## src/rtl/gb80_pkg.sv

```systemverilog
// Shared encodings for the register-pair sequencer: op codes, pair codes,
// byte register addresses and sequencer states.
package gb80_pkg;

    typedef enum logic [1:0] {
        OpLoad16 = 2'b00,
        OpRead16 = 2'b01,
        OpInc16  = 2'b10,
        OpDec16  = 2'b11
    } op_e;

    typedef enum logic [1:0] {
        PairBc      = 2'b00,
        PairDe      = 2'b01,
        PairHl      = 2'b10,
        PairIllegal = 2'b11
    } pair_e;

    localparam logic [2:0] RegB = 3'd0;
    localparam logic [2:0] RegC = 3'd1;
    localparam logic [2:0] RegD = 3'd2;
    localparam logic [2:0] RegE = 3'd3;
    localparam logic [2:0] RegH = 3'd4;
    localparam logic [2:0] RegL = 3'd5;

    typedef enum logic [2:0] {
        StIdle = 3'd0,
        StRdHi = 3'd1,
        StRdLo = 3'd2,
        StWrHi = 3'd3,
        StWrLo = 3'd4,
        StDone = 3'd5
    } state_e;

    function automatic logic is_adj_op(input op_e op);
        return (op == OpInc16) || (op == OpDec16);
    endfunction

endpackage

```

## src/rtl/regpair_sequencer.sv

```systemverilog
// Sequences 16-bit LOAD/READ/INC/DEC operations on BC/DE/HL as byte accesses
// to an 8-bit register file. INC16/DEC16 exist only with REGPAIR_SEQ_ADJ16_EN.
module regpair_sequencer
    import gb80_pkg::*;
#(
    parameter int unsigned DATA_WIDTH = 8
) (
    input  logic                    i_clk,
    input  logic                    i_reset,
    input  logic                    i_req,
    input  logic [1:0]              i_op,
    input  logic [1:0]              i_pair,
    input  logic [2*DATA_WIDTH-1:0] i_data16,
    input  logic [DATA_WIDTH-1:0]   i_rf_data,
    output logic                    o_rf_wr_en,
    output logic                    o_rf_rd_en,
    output logic [2:0]              o_rf_addr,
    output logic [DATA_WIDTH-1:0]   o_rf_data,
    output logic                    o_busy,
    output logic                    o_done,
    output logic                    o_error,
    output logic [2*DATA_WIDTH-1:0] o_data16
);

    localparam int unsigned PW = 2 * DATA_WIDTH;

    state_e          state;
    op_e             op_q;
    pair_e           pair_q;
    logic [PW-1:0]   val_q;

    op_e             req_op;
    pair_e           req_pair;
    logic            req_reject;
    logic [2:0]      req_hi_addr;
    logic [2:0]      hi_addr;
    logic [2:0]      lo_addr;
    logic [PW-1:0]   rd_word;

    assign req_op   = op_e'(i_op);
    assign req_pair = pair_e'(i_pair);

`ifdef REGPAIR_SEQ_ADJ16_EN
    logic [PW-1:0] adj_word;

    assign req_reject = (req_pair == PairIllegal);
    // Wraps naturally at the pair width; no flags are kept.
    assign adj_word   = (op_q == OpDec16) ? rd_word - PW'(1) : rd_word + PW'(1);
`else
    assign req_reject = (req_pair == PairIllegal) || is_adj_op(req_op);
`endif

    // Hi byte of the incoming request, needed on the accept edge.
    always_comb begin
        req_hi_addr = RegB;
        unique case (req_pair)
            PairBc:  req_hi_addr = RegB;
            PairDe:  req_hi_addr = RegD;
            PairHl:  req_hi_addr = RegH;
            default: req_hi_addr = RegB;
        endcase
    end

    always_comb begin
        hi_addr = RegB;
        lo_addr = RegC;
        unique case (pair_q)
            PairBc: begin
                hi_addr = RegB;
                lo_addr = RegC;
            end
            PairDe: begin
                hi_addr = RegD;
                lo_addr = RegE;
            end
            PairHl: begin
                hi_addr = RegH;
                lo_addr = RegL;
            end
            default: begin
                hi_addr = RegB;
                lo_addr = RegC;
            end
        endcase
    end

    assign rd_word = {val_q[PW-1 -: DATA_WIDTH], i_rf_data};
    assign o_busy  = (state != StIdle);

    always_ff @(posedge i_clk or negedge i_reset) begin
        if (!i_reset) begin
            state      <= StIdle;
            op_q       <= OpLoad16;
            pair_q     <= PairBc;
            val_q      <= '0;
            o_rf_wr_en <= 1'b0;
            o_rf_rd_en <= 1'b0;
            o_rf_addr  <= '0;
            o_rf_data  <= '0;
            o_done     <= 1'b0;
            o_error    <= 1'b0;
            o_data16   <= '0;
        end else begin
            // Strobes are single-cycle; each state re-asserts what it needs.
            o_rf_wr_en <= 1'b0;
            o_rf_rd_en <= 1'b0;
            o_rf_addr  <= '0;
            o_rf_data  <= '0;
            o_done     <= 1'b0;
            o_error    <= 1'b0;

            unique case (state)
                StIdle: begin
                    if (i_req) begin
                        op_q   <= req_op;
                        pair_q <= req_pair;
                        if (req_reject) begin
                            state   <= StDone;
                            o_done  <= 1'b1;
                            o_error <= 1'b1;
                        end else if (req_op == OpLoad16) begin
                            val_q      <= i_data16;
                            state      <= StWrHi;
                            o_rf_wr_en <= 1'b1;
                            o_rf_addr  <= req_hi_addr;
                            o_rf_data  <= i_data16[PW-1 -: DATA_WIDTH];
                        end else begin
                            state      <= StRdHi;
                            o_rf_rd_en <= 1'b1;
                            o_rf_addr  <= req_hi_addr;
                        end
                    end
                end

                StRdHi: begin
                    val_q[PW-1 -: DATA_WIDTH] <= i_rf_data;
                    state      <= StRdLo;
                    o_rf_rd_en <= 1'b1;
                    o_rf_addr  <= lo_addr;
                end

                StRdLo: begin
`ifdef REGPAIR_SEQ_ADJ16_EN
                    if (op_q == OpRead16) begin
                        o_data16 <= rd_word;
                        state    <= StDone;
                        o_done   <= 1'b1;
                    end else begin
                        val_q      <= adj_word;
                        o_data16   <= adj_word;
                        state      <= StWrHi;
                        o_rf_wr_en <= 1'b1;
                        o_rf_addr  <= hi_addr;
                        o_rf_data  <= adj_word[PW-1 -: DATA_WIDTH];
                    end
`else
                    o_data16 <= rd_word;
                    state    <= StDone;
                    o_done   <= 1'b1;
`endif
                end

                StWrHi: begin
                    state      <= StWrLo;
                    o_rf_wr_en <= 1'b1;
                    o_rf_addr  <= lo_addr;
                    o_rf_data  <= val_q[DATA_WIDTH-1:0];
                end

                StWrLo: begin
                    state  <= StDone;
                    o_done <= 1'b1;
                end

                StDone: begin
                    state <= StIdle;
                end

                default: begin
                    state <= StIdle;
                end
            endcase
        end
    end

endmodule

```

## config.mk

```make
export PLATFORM = sky130hd
export DESIGN_NAME = regpair_sequencer
export DESIGN_NICKNAME = d
export VERILOG_FILES = /design/src/rtl/gb80_pkg.sv /design/src/rtl/regpair_sequencer.sv
export SDC_FILE = /design/constraint.sdc
export NUM_CORES = 1
export LEC_CHECK = 0
export CORE_ASPECT_RATIO = 0.6
export CORE_MARGIN = 2
export CORE_UTILIZATION = 51
export DETAILED_ROUTE_END_ITERATION = 8
export GPL_ROUTABILITY_DRIVEN = 0
export GPL_TIMING_DRIVEN = 0
export PLACE_DENSITY = 0.95
export SLEW_MARGIN = 20
export SYNTH_ARGS = -nofsm -noshare
export SYNTH_HDL_FRONTEND = slang
export SYNTH_SLANG_ARGS = --single-unit
```

## constraint.sdc

```tcl
create_clock -name i_clk -period 3.7 [get_ports i_clk]
set_input_delay 0.37 -clock i_clk [delete_from_list [all_inputs] [get_ports i_clk]]
set_output_delay 0.37 -clock i_clk [all_outputs]
set_load 0.05 [all_outputs]
```

==> results by group <==
Setup path
  – Crit path kind: reg2out
  – Crit start category: flop
  – Worst Setup End Kind: output port
  – Worst reg2reg path depth: 4
  – CP Max Fanout: 8
  – Critical Path AT: ~2000 ps
  – Critical path required time: 3330 ps

Clock network
  – Total CTS buffers: 5
  – Postcts setup bufs: 0
  – Clock sinks: between 50 and 60
  – Root buffer cell: clkbuf_8
  – Hold buffers post-CTS: 0
  – Worst-Skew Late Latency: 310 ps
  – H-tree depth: 2
  – Maximum buffer depth of the clock tree: 2
  – CTS tree: done
  – Cts repair resizes: 0
  – Clk slew on worst S/H paths: 90 ps

Layout
  – Multi-input logic area: roughly 850 µm²
  – Core Util, Final: 74.8%
  – # diodes: 0
  – Layout cells sized above 1: 19.7%
  – Synth-to-layout area growth: 39.0%
  – Fill cells: 267
  – Final nets: 279
  – Storage cell area: around 0.0013 mm²

Synth
  – Mapped cell area: around 0.0022 mm²
  – Yosys top cell area share: 58.4%
  – Flip-flop and latch count after synthesis: 52
  – Seq/Total Area, Yosys: 58.4%
  – Synth area leader: dfrtp_1
  – Post-synthesis cell type count: 31
  – Syn nets: 209
  – Syn_area_per_cell: roughly 13 µm²
  – Primary FF master, synth: dfrtp_1
  – FFs w/ async S/R, synth: between 90% and 100%
  – Top post-synthesis cells by area: dfrtp_1 58%, mux2_2 9.1%, mux2_4 5.4%
  – Count leader, synth: dfrtp_1
  – Post-synth EDFFs: 0
  – Top cells by count, synth: 52 x dfrtp_1, 21 x nor2_1, 18 x mux2_2
  – Yosys warnings: 0
  – Post-Synthesis Cells: 178

Global routing
  – Vias in the first global route: 1,722
  – Overflow left after global routing: 0
  – First-pass GRT wire length: 8390 µm
  – Total track usage: 22.7%
  – Initial antenna violation count: 0
  – Pin count of the biggest net entering global routing: 28

Detailed routing
  – Detailed-router iteration count before antenna repair: 5
  – DRC viols: 0
  – Avg Vias per Cell: about 5.5
  – Mean routed wirelength per cell: ~17 µm
  – Via Count: 1,702
  – Drt initial violations: 147
  – ANT nets after route: 0
  – Post-Route WL: approximately 5400 µm

Timing
  – Max-slew headroom: between 50% and 60%
  – Final hold vios: 0
  – Worst slew pin tran: between 600 and 700 ps
  – Max Slew Vio Count: 0
  – Fmax: 0.429 GHz
  – Fin crit share: 63.0%
  – Min cycle time layout: between 2000 and 2500 ps
  – # setup viols final: 0
  – Layout Skew: 4.44 ps
  – Final setup TNS: 0 ps
  – RSZ-0062 raised after global routing: no

Die
  – Die Y-Extent: 55.2 µm
  – Chip Width: 89.4 µm
  – Num ports: 63
  – Core box area: 0.00414 mm²
  – Core Rows: 18
  – Starting Density: around 54%
  – Die Area: about 0.0049 mm²

Job
  – # Max-Cap Violations: 0

Status
  – Outcome: finished, final reports clean

Pwr
  – P_leak: 1.37 nW
  – Pwr dens: roughly 900 mW/mm²
  – Worst vdd ir: 671 µV

Min path
  – Hold Crit Class: in2async

Placement
  – Dpl hpwl: 3850 µm
  – # port buffers: 62
## worst max-delay path, cell delays in order (launching register included)
cell and delay (ps):
dfrtp_1 370, buf_2 180, nor3_4 310, inv_1 70, clkdlybuf4s50_1 710
## logic make-up after synthesis
group	share of synthesized area [%]
DFF	58.4
and+or+nand+nor	11.2
buffers and inverters	3.37
AOI/OAI and AO/OA	12.6
muxes	14.5
## through the flow
stage	total power, mW	cells	worst slack, ps	hold slack, ps	area, µm²
final	2.86	309	1370	63.5	3100
after global routing	2.98	309	1310	116	3100
after CTS	2.86	309	1360	85.4	3100
after detailed placement	2.32	301	1570	420	2940
after global placement	2.27	300	817	481	2930
after floorplan	1.87	178	2110	74.4	2230
## registers in the layout, summed over array words and instances (netlist names)
name / flops
val_q: 16
o_done: 1
o_rf_wr_en: 1
o_data16: 16
pair_q: 2
o_rf_addr: 3
state: 3
o_error: 1
o_rf_data: 8
o_rf_rd_en: 1
## layout by cell type (no fill, tap or decap), types with 2 or more instances in the layout
cell type	Yosys	routed
clkdlybuf4s50_1	0	61
dfrtp_1	52	52
nor2_1	21	21
mux2_2	18	18
nand2_1	15	15
a22oi_1	8	8
mux2_4	8	8
o22ai_1	8	8
a2bb2oi_1	8	8
inv_1	6	6
a21oi_1	5	5
clkbuf_8	0	5
buf_2	3	4
clkbuf_1	3	3
bufinv_16	0	3
nand2b_1	2	2
o21ai_0	2	2
buf_4	2	2
o21a_1	2	2
## per-layer routing
layer | track usage (%) | part of all wire, % | vias to the layer above
li1 | - | - | 766
met2 | 34.9 | 48 | 74
met4 | 5.97 | 1.3 | 0
met1 | 31.9 | 43 | 853
met3 | 6.28 | 7.5 | 9
met5 | 0 | 0 | -
## path summary, 6_finish.rpt
check	start	endpoint	slack, ps
min in group i_clk	o_data16[7]	o_data16[7]	520
min reg2reg	o_data16[7]	o_data16[7]	520
max in group asynchronous	i_reset	o_data16[14]	3100
max reg2reg	state[2]	o_data16[3]	1750
max	state[2]	o_busy	1370
min	i_reset	o_rf_addr[0]	60
## power by group
part           internal (mW)  switching [mW]  leakage, nW
clock                  0.338           0.193       0.0784
combinational          0.551           0.869        0.662
sequential             0.791           0.114        0.633
total                   1.68            1.18         1.37
## cell type report
type                    count  share of cell area [%]
flip-flops and latches     52                    42.0
clock inverters             3                    2.91
clock buffers               5                    2.22
repair buffers             63                    20.5
inverters                   6                   0.727
multi-input cells         111                    27.5
plain buffers               9                    1.70
well taps                  60                    2.42
(Power assumes the default switching activity.)
